### src/rtl/vga_timing_gen.sv
// vga_timing_gen: raster counters with registered sync, active-video and line/frame strobes
module vga_timing_gen #(
  parameter int   H_ACTIVE = 800,
  parameter int   H_FP     = 56,
  parameter int   H_SYNC   = 120,
  parameter int   H_BP     = 64,
  parameter int   V_ACTIVE = 600,
  parameter int   V_FP     = 37,
  parameter int   V_SYNC   = 6,
  parameter int   V_BP     = 23,
  parameter logic HS_POL   = 1'b1,
  parameter logic VS_POL   = 1'b1
) (
  input  logic        clk,
  input  logic        reset,
  input  logic        pix_en,
  output logic [10:0] h_count,
  output logic [9:0]  v_count,
  output logic        hsync,
  output logic        vsync,
  output logic        video_on,
  output logic        line_end,
  output logic        frame_start
);
  localparam int H_TOTAL = H_ACTIVE + H_FP + H_SYNC + H_BP;
  localparam int V_TOTAL = V_ACTIVE + V_FP + V_SYNC + V_BP;
  localparam logic [11:0] H_LAST = 12'(H_TOTAL - 1);
  localparam logic [11:0] V_LAST = 12'(V_TOTAL - 1);
  localparam logic [11:0] H_VIS  = 12'(H_ACTIVE);
  localparam logic [11:0] V_VIS  = 12'(V_ACTIVE);
  localparam logic [11:0] HS_BEG = 12'(H_ACTIVE + H_FP);
  localparam logic [11:0] HS_END = 12'(H_ACTIVE + H_FP + H_SYNC - 1);
  localparam logic [11:0] VS_BEG = 12'(V_ACTIVE + V_FP);
  localparam logic [11:0] VS_END = 12'(V_ACTIVE + V_FP + V_SYNC - 1);
  logic [11:0] h_nxt, v_nxt;
  logic        h_wrap;
  // flags decode the next-state counts so they land on the same edge as the counts
  always_comb begin
    h_wrap = {1'b0, h_count} == H_LAST;
    h_nxt  = h_wrap ? 12'd0 : {1'b0, h_count} + 12'd1;
    v_nxt  = !h_wrap ? {2'b0, v_count} : {2'b0, v_count} == V_LAST ? 12'd0 : {2'b0, v_count} + 12'd1;
  end
  always_ff @(posedge clk) begin
    if (reset) begin
      h_count     <= H_LAST[10:0];
      v_count     <= V_LAST[9:0];
      hsync       <= ~HS_POL;
      vsync       <= ~VS_POL;
      video_on    <= 1'b0;
      line_end    <= 1'b0;
      frame_start <= 1'b0;
    end else if (pix_en) begin
      h_count     <= h_nxt[10:0];
      v_count     <= v_nxt[9:0];
      hsync       <= (h_nxt >= HS_BEG && h_nxt <= HS_END) ? HS_POL : ~HS_POL;
      vsync       <= (v_nxt >= VS_BEG && v_nxt <= VS_END) ? VS_POL : ~VS_POL;
      video_on    <= h_nxt < H_VIS && v_nxt < V_VIS;
      line_end    <= h_nxt == H_LAST;
      frame_start <= h_nxt == 12'd0 && v_nxt == 12'd0;
    end
  end
endmodule

### config.mk
export PLATFORM = sky130hd
export DESIGN_NAME = vga_timing_gen
export DESIGN_NICKNAME = d
export VERILOG_FILES = /design/src/rtl/vga_timing_gen.sv
export SDC_FILE = /design/constraint.sdc
export NUM_CORES = 1
export LEC_CHECK = 0
export ABC_AREA = 0
export CORE_MARGIN = 10
export CORE_UTILIZATION = 45
export CTS_CLUSTER_SIZE = 12
export DETAILED_ROUTE_END_ITERATION = 7
export HOLD_SLACK_MARGIN = 0.08
export PLACE_DENSITY = 0.68
export SLEW_MARGIN = 30
export SYNTH_ARGS = -nofsm -noshare
export SYNTH_HDL_FRONTEND = slang
export SYNTH_SLANG_ARGS = --single-unit
### constraint.sdc
create_clock -name clk -period 3.3 [get_ports clk]
set_input_delay 0.66 -clock clk [delete_from_list [all_inputs] [get_ports clk]]
set_output_delay 0.66 -clock clk [all_outputs]
set_load 0.05 [all_outputs]
# == Word-level counts from Yosys, hierarchy flattened ==
# Index checks and enable logic that the tools add are counted.
# classes
addsub,2
order_cmp,6
eq_ne,3
mux,5
n_reduce_logical,6
# ops
cell,count
logical NOT 12 bit,2
two-way mux 11 bit,2
"adder 11 x 1 -> 12 bit, second input constant",1
"== test 12 x 11 -> 1 bit, second input constant",1
">= comparator 12 x 10 -> 1 bit, second input constant",1
"less-or-equal comparator 12 x 10 -> 1 bit, second input constant",1
"less-than comparator 12 x 10 -> 1 bit, second input constant",1
two-way mux 12 bit,1
"adder 10 x 1 -> 11 bit, second input constant",1
"== test 11 bit, second input constant",1
">= comparator 11 x 10 -> 1 bit, second input constant",1
"less-or-equal comparator 11 x 10 -> 1 bit, second input constant",1
"less-than comparator 11 x 10 -> 1 bit, second input constant",1
"== test 10 bit, second input constant",1
logical AND 1 bit,4
two-way mux 1 bit,2
# word_totals
reg_bits,26
input_bits,3
output_inout_bits,26

# == Longest topological paths before layout ==
# Gate-level depths: netlist of run 1.
# depth
ltp_word,6
ltp_mapped,11

# == Worst setup path before layout of run 1 ==
# Ideal clock, no wire load.
# synth_path
path_type,reg2reg
start,register h_count[0]
end,register vsync
t_arrival_ns,2.661
required_time_ns,3.212
setup_slack_ns,0.551
path_stages_with_launch,9
path_buffers,1
period_less_slack_ns,2.749
cell_sequence,dfxtp_1 ha_1 and4b_1 and4_4 buf_6 and4_4 mux2_4 a2111o_1 a311oi_2
# synth_via
elab_chain_cells,5
word_cells_on_any_way,6
cone_classes,2 x order compare; 1 x eq/ne; 2 x mux; 1 x reduce/logical
# synth_lines
item,line_no,source
from (decl),17,"output logic [10:0] h_count,"
from (signal assigned),45,h_count <= H_LAST[10:0];
from (signal assigned),53,h_count <= h_nxt[10:0];
== test 11 bit *,39,"h_wrap = {1'b0, h_count} == H_LAST;"
two-way mux 11 bit *,41,"v_nxt = !h_wrap ? {2'b0, v_count} : {2'b0, v_count} == V_LAST ? 12'd0 : {2'b0, v_count} + 12'd1;"
>= comparator 11 x 10 -> 1 bit or less-or-equal comparator 11 x 10 -> 1 bit (tied branches),56,vsync <= (v_nxt >= VS_BEG && v_nxt <= VS_END) ? VS_POL : ~VS_POL;
logical AND 1 bit *,56,
two-way mux 1 bit *,56,
to (signal assigned),48,vsync <= ~VS_POL;
to (signal assigned),56,
to (decl),20,"output logic vsync,"
# Mark *: on every way between the ends. The rest lies on a longest branch, timed or not.
# A chain may end at the register's enable or synchronous reset.

# == Worst setup path after layout of run 1 ==
# Ends and elaborated chain as after synthesis.

==> impl_metrics.ini, run 1 <==
[run_status]
status = completed

[timing]
relSlewSlack_pct = 66.15
min_period_over_period_pct = 81.68
rsz0062_at_grt = false
setup_viol = 0
setup_ws_ps = 604.4
slew_violations = 0
finalHoldViolations = 0
finalSetupTns_ps = 0
period_minus_slack_ps = 2696
fmax_ghz = 0.3710
fin_worst_skew_ps = 7.621
worst_pin_slew_ps = 506.2
holdWs_ps = 488.8

[global_routing]
grt_max_degree = 27
grt_pass1_wl_mm = 8.514
grt_usage_pct = 13.47
grt_pass1_vias = 1727
overflow = 0
antenna_found_initial = 0

[synthesis]
ys_seq_elements = 26
synth_top_area_share_pct = 26.43
synth_warnings = 0
synth_nets = 261
synth_most_common_cell = nor2_1
yosysTopAreaCell = dfxtp_1
syn_avg_cell_area_um2 = 7.784
ys.flop_type = dfxtp_1
synthTopCellsByArea = dfxtp_1 26%, nor2_1 5.9%, xor2_1 5.8%
synthTopCellsByCount = 31 x nor2_1, 26 x dfxtp_1, 21 x nand2_1
async_flop_share_pct = 0
netlist_area_um2 = 1969
synth_edf_count = 0
ys_seq_area_share_pct = 26.43
synthCells = 253
netlist-cell-type-count = 58

[floorplan]
fp.dieH_um = 86.16
die_w_um = 86.16
start_util_pct = 47.86
coreArea_um2 = 4115
ios = 29
core.rowCount = 23
die-area_um2 = 7423

[setup_path]
worst-setup-path-type = reg2reg
max_stage_delay_ps = 510
endpoint = vsync
crit_path_top_delay_cell = dfxtp_1
path_max_fanout = 24
crit_start = h_count[0]
worstSetupEndpointType = flip-flop
cp_common_cell = and4_4
start_kind = flip-flop
r2r_end = vsync
arrival_ps = 2890
crit_chain = ha_1 -> and4b_1 -> and4_4 -> and4_4 -> mux2_4 -> a2111o_1 -> a311oi_2
required_ps = 3500
reg2reg_depth = 7
reg2reg_setup_slack_ps = 600
rr_startpoint = h_count[0]

[placed_design]
place.gp.congestion = 0.9282
dp_hpwl_mm = 3.605
portBuffers = 28
dp.cells = 316
place_ws_ps = 657.9
placed_area_um2 = 2232

[detailed_routing]
wl_per_cell_um = 15.57
vias_per_cell = 5.878
wl_mm = 4.966
drc = 0
wl_met1_mm = 2.431
vias = 1875
drtIter0Drc = 172
wl_met2_mm = 2.170
top_layer = met4
wl_met3_um = 332
first_pass_iters = 4
ant_nets = 0

[clock_tree]
clock_sinks = 26
htree_levels = 1
clock_path_buffers = 2
post_cts_buffers = 0
insertion_delay_ps = 270
cts_buffers = 3
ctsResizeCount = 0
path_clk_slew_ps = 90
cts_tree = done
holdBufCountCts = 0
root_buffer = clkbuf_8

[power_and_ir_drop]
p_leak_nw = 0.8370
ir_worst_vdd_mv = 0.2305
power.density_nw_per_um2 = 397.7

[worst_hold_path]
worstHoldStart = hsync
hold_path_class = reg2reg

[cells_and_area]
area_growth_pct = 15.44
fill_cells = 403
nNetsFinal = 279
fin_area_um2 = 2273
seq_area_um2 = 520.5
multi_input_area_um2 = 1309
stdcell_count = 319
n_antenna_cell = 0
final_layout_size_suffix_gt1_share_pct = 7.435

[job]
maxCapViolations = 0
-- metrics by stage --
stage / utilization, % / power, mW
floorplan: - / 0.6468
global placement: 54.24 / 0.7257
detailed placement: 54.24 / 0.7263
CTS: 55.24 / 0.9117
global route: 55.24 / 0.9591
finish: 55.24 / 0.9041
-- cell families after synthesis --
kind of cell	synth area share, %
xor gates and xnor gates	9.339
muxes	2.287
and+or+nand+nor	32.66
buffers and inverters	7.115
adders and majority gates	3.177
AOI/OAI and AO/OA	19.00
DFF	26.43
-- layout by cell type, fill, tap and decap left out, types with 8 or more instances in the layout --
master / n
nand3_1: 10
a21oi_1: 13
dfxtp_1: 26
xnor2_1: 8
xor2_1: 13
nor2_1: 31
o21ai_0: 13
clkdlybuf4s50_1: 28
nand2_1: 21
nand4_1: 10
-- power breakdown --
group / internal, mW / switching (mW) / leakage, nW
combinational: 0.132 / 0.229 / 0.603
clock: 0.0819 / 0.0989 / 0.0216
sequential: 0.333 / 0.0294 / 0.212
total: 0.547 / 0.357 / 0.837
-- area by class of cell --
class                      count  share of cell area [%]
clock buffer                   3                   1.816
inverter                       4                  0.6604
multi-input combinational    202                   57.57
sequential                    26                   22.89
tap                           50                   2.752
timing repair buffer          34                   14.31
-- worst min path at each step --
stage | to | slack [ps] | cells after the start
6_report | hsync | 490 | 2
5_1_grt | line_end | 520 | 2
4_1_cts | hsync | 490 | 2
3_5_place_dp | hsync | 460 | 2
3_3_place_gp | line_end | 460 | 2
2_1_floorplan | hsync | 700 | 2
-- worst max-delay path, delay by kind of cell (launching register included) --
| family | cells | cell delay (ps) |
|---|---|---|
| adder cells (fa/ha/maj) | 1 | 230 |
| multiplexers | 1 | 310 |
| flip-flops | 1 | 510 |
| AND/OR/NAND/NOR | 3 | 930 |
| AO/OA/AOI/OAI | 2 | 640 |
-- flip-flops by register name (all words and copies together), names as in the netlist --
signal,flops
h_count,11
v_count,10
frame_start,1
hsync,1
line_end,1
video_on,1
vsync,1
-- layer usage --
layer | track usage (%) | up-vias
li1 | - | 939
met1 | 18.61 | 884
met2 | 19.68 | 48
met3 | 4.163 | 4
met4 | 3.144 | 0
met5 | 0 | -
Note: power is estimated with default switching activity, not from simulation.
==> run 2: changes to the inputs <==
Settings changed: PLACE_DENSITY 0.68 to 0.71.
Clock period 3.3 ns to 2.4 ns, I/O delays scaled along.
==> impl_metrics.ini, run 2 (same netlist as run 1, synthesis figures left out) <==
[timing]
setup_viol = 0
min_period_over_period_pct = 94.89
period_minus_slack_ps = 2277
rsz0062_at_grt = true
slew_violations = 0
worst_pin_slew_ps = 501.7
holdWs_ps = 471.3
finalHoldViolations = 0
relSlewSlack_pct = 66.45
fmax_ghz = 0.4391
finalSetupTns_ps = 0
fin_worst_skew_ps = 4.743

[run_status]
status = completed

[cells_and_area]
stdcell_count = 338
largestRegisters = h_count x11, v_count x10
seq_area_um2 = 554.3
fill_cells = 389
final_layout_size_suffix_gt1_share_pct = 19.10
layout_commonest_cell = nor2_1
post-route-util_pct = 60.23
nNetsFinal = 297
n_antenna_cell = 0
regMostFlops = h_count
fin_area_um2 = 2479
most-common-layout-cells = 31 x nor2_1, 28 x clkdlybuf4s50_1, 24 x buf_4, 21 x nand2_1
largest_reg_flops = 11
area_growth_pct = 25.86
multi_input_area_um2 = 1315

[detailed_routing]
drtIter0Drc = 148
vias = 1892
wl_mm = 5.080
ant_nets = 0
drc = 0
wl_per_cell_um = 15.03
vias_per_cell = 5.598
first_pass_iters = 4

[power_and_ir_drop]
cell_internal_pwr_mw = 0.9064
p_switching_mw = 0.5055
p_comb_share_pct = 38.4
swShare_pct = 35.80
p_leak_nw = 0.9450
power.density_nw_per_um2 = 569.6
clockPowerShare_pct = 26.0
seqPwrFrac_pct = 35.6
ir_worst_vdd_mv = 0.3502

[job]
maxCapViolations = 0

[placed_design]
placed_area_um2 = 2379
dp_hpwl_mm = 3.803
portBuffers = 28
place.gp.congestion = 0.8833
dp.cells = 331

[clock_tree]
htree_levels = 1
holdBufCountCts = 0
cts_tree = done
root_buffer = clkbuf_8
clock_path_buffers = 2
cts_buffers = 3
path_clk_slew_ps = 90
insertion_delay_ps = 270
clock_sinks = 26

[worst_hold_path]
hold_path_class = reg2reg
worstHoldStart = line_end
worstHoldPathCells = 2

[setup_path]
path_max_fanout = 8
worstSetupEndpointType = flip-flop
arrival_ps = 2470
crit_chain = ha_1 -> and4b_1 -> and4_4 -> and4_4 -> mux2_4 -> a2111o_1 -> a311oi_2
cp_common_cell = and4_4
crit_start = h_count[0]
crit_path_top_delay_cell = a2111o_1
worst-setup-path-type = reg2reg
crit_cells = 7
start_kind = flip-flop
critPathTopFamily = simple AND/OR/NAND/NOR gates
max_stage_delay_ps = 420
required_ps = 2590
path_buf_inv = 0
reg2reg_depth = 7
rr_startpoint = h_count[0]

[global_routing]
antenna_found_initial = 0
grt_usage_pct = 13.45
grt_pass1_vias = 1674
grt_pass1_wl_mm = 8.452
overflow = 0
grt_max_degree = 27

[floorplan]
fp.dieH_um = 86.16
coreArea_um2 = 4115
ios = 29
start_util_pct = 47.86
die-area_um2 = 7423
core.rowCount = 23
die_w_um = 86.16
[run 2: worst paths after layout]
kind                    to  slack [ps]
setup / recovery     vsync         120
hold / removal    line_end         470
setup reg to reg     vsync         120
hold reg to reg   line_end         470
[run 2: metrics by stage]
| step | power [mW] | setup slack [ps] |
|---|---|---|
| 3_3_place_gp | 1.033 | 72.67 |
| 4_1_cts | 1.409 | 41.48 |
| 5_1_grt | 1.498 | -23.62 |
| 3_5_place_dp | 1.037 | 81.77 |
| 2_1_floorplan | 0.8948 | 1.509 |
| 6_report | 1.412 | 122.5 |
[run 2: area by class of cell]
type | count | area share [%]
multi-input combinational | 202 | 53.05
sequential | 26 | 22.36
timing repair buffer | 52 | 18.58
tap | 50 | 2.524
clock buffer | 3 | 1.666
clock inverter | 1 | 1.212
inverter | 4 | 0.6058
[run 2: power groups by stage]
stage | Clock (mW) | Sequential [mW] | Combinational, mW
floorplan | 0 | 0.593 | 0.301
finish | 0.367 | 0.503 | 0.542
global placement | 0 | 0.511 | 0.522
global route | 0.394 | 0.510 | 0.593
CTS | 0.379 | 0.503 | 0.527
detailed placement | 0 | 0.513 | 0.524
[run 2: repair_timing]
action | 4_1_cts | 5_1_grt
setup endpoints to repair | 0 | 3
endpoints found under the hold margin | 0 | 0
buffers inserted | 0 | 3
gates resized for setup | 0 | 1
[run 2: metal layers]
metal / up-vias / global-route usage, % / routed length [um]
li1: 979 / - / -
met1: 875 / 19.23 / 2579
met2: 34 / 18.93 / 2113
met5: - / 0 / 0
met4: 0 / 3.443 / 64
met3: 4 / 3.879 / 322
[run 2: tightest hold or removal path: cells and delay by family (launching register included)]
family	cells	cell delay (ps)
flip-flops	1	320
AND/OR/NAND/NOR	1	60
AO/OA/AOI/OAI	1	50
==> run 3: changes to the inputs <==
Settings changed: CELL_PAD_IN_SITES_DETAIL_PLACEMENT set to 0, CELL_PAD_IN_SITES_GLOBAL_PLACEMENT set to 1, CORE_UTILIZATION 45 to 36, GPL_ROUTABILITY_DRIVEN set to 0, PLACE_DENSITY 0.71 to unset, PLACE_DENSITY_LB_ADDON set to 0.1, SETUP_SLACK_MARGIN set to 0.15.
==> impl_metrics.ini, run 3 (same netlist as run 1, synthesis figures left out) <==
[setup_path]
worst-setup-path-type = reg2reg
path_buf_inv = 0
crit_chain = ha_4 -> and4b_1 -> and4_4 -> and4_4 -> mux2_4 -> a2111o_1 -> a311oi_2
path_max_fanout = 6
worstSetupEndpointType = flip-flop
critPathTopFamily = simple AND/OR/NAND/NOR gates
required_ps = 2600
max_stage_delay_ps = 400
start_kind = flip-flop
cp_common_cell = and4_4
arrival_ps = 2430
crit_path_top_delay_cell = dfxtp_4

[detailed_routing]
drc = 0
first_pass_iters = 4
wl_mm = 5.618
wl_per_cell_um = 15.43
vias = 1946
drtIter0Drc = 157
vias_per_cell = 5.346
ant_nets = 0

[cells_and_area]
final_layout_size_suffix_gt1_share_pct = 24.83
seq_area_um2 = 568.0
regMostFlops = h_count
most-common-layout-cells = 31 x nor2_1, 30 x buf_4, 28 x clkdlybuf4s50_1, 21 x nand2_1
stdcell_count = 364
layout_commonest_cell = nor2_1
largest_reg_flops = 11
largestRegisters = h_count x11, v_count x10
fill_cells = 553
area_growth_pct = 31.26
multi_input_area_um2 = 1354
nNetsFinal = 303
n_antenna_cell = 0

[clock_tree]
root_buffer = clkbuf_8
path_clk_slew_ps = 100
clock_sinks = 26
insertion_delay_ps = 280
htree_levels = 1
clock_path_buffers = 2
cts_tree = done
cts_buffers = 3

[timing]
min_period_over_period_pct = 92.89
fin_worst_skew_ps = 4.292
slew_violations = 0
rsz0062_at_grt = true
period_minus_slack_ps = 2229
finalSetupTns_ps = 0
relSlewSlack_pct = 65.62
fmax_ghz = 0.4485
setup_viol = 0
holdWs_ps = 476.2
setup_ws_ps = 170.5
worst_pin_slew_ps = 514.1
finalHoldViolations = 0

[floorplan]
fp.dieH_um = 93.96
ios = 29
coreArea_um2 = 5205
core.rowCount = 26
die_w_um = 93.96
start_util_pct = 37.84
die-area_um2 = 8828

[job]
maxCapViolations = 0

[global_routing]
overflow = 0
grt_pass1_vias = 1779
grt_pass1_wl_mm = 9.218
antenna_found_initial = 0
grt_usage_pct = 12.71
grt_max_degree = 27

[placed_design]
dp.cells = 349
place_ws_ps = 98.06
dp_hpwl_mm = 4.052
portBuffers = 28

[power_and_ir_drop]
ir_worst_vdd_mv = 0.2216
p_total_mw = 1.393
power.density_nw_per_um2 = 538.8
p_leak_nw = 0.9768

[worst_hold_path]
hold_path_class = reg2reg

[run_status]
status = completed
## run 3: changes by cell type in the layout (fill, tap and decap cells not counted), sizes merged
| cell | delta |
|---|---|
| buf | +6 |
| bufinv | -1 |
| clkbuf | +1 |
## run 3: worst paths after layout
path	from	to	slack, ps	cells after the start
setup reg to reg	h_count[1]	vsync	170	7
hold reg to reg	hsync	hsync	480	2
setup / recovery	h_count[1]	vsync	170	7
hold / removal	hsync	hsync	480	2
## run 3: power by group
group          switching [mW]  leakage [nW]  total (mW)  internal (mW)
Clock                   0.154        0.0288       0.301          0.147
Combinational           0.336         0.730       0.582          0.246
Sequential             0.0495         0.218       0.510          0.460
## run 3: repair_timing
item	4_1_cts	5_1_grt
gates resized for setup	1	8
setup buffers	3	8
hold buffers	0	0
setup endpoints to repair	2	3
pin swaps	0	6
## run 3: worst reg2reg max path, stage by stage (launching register included)
cell and delay (ps):
dfxtp_4 400, ha_4 130, and4b_1 200, and4_4 280, and4_4 240, mux2_4 300
a2111o_1 370, a311oi_2 230
## run 3: through the flow
step | area [um2] | utilization (%)
after floorplan | 2034 | -
after global placement | 2415 | 46.39
after detailed placement | 2415 | 46.39
after CTS | 2499 | 48.00
after global routing | 2585 | 49.66
final | 2585 | 49.66
## run 3: area by class of cell
cell class / count / share of cell area (%)
clock buffer: 4 / 2.130
inverter: 4 / 0.5808
multi-input combinational: 202 / 52.37
sequential: 26 / 21.97
tap: 70 / 3.388
timing repair buffer: 58 / 19.55
## run 3: per-layer routing
layer	track usage (%)	vias up	part of all wire (%)
met5	0	-	0
met4	3.165	0	0.85
met3	2.718	6	6.1
met2	17.86	44	39
met1	18.80	904	53
li1	-	992	-
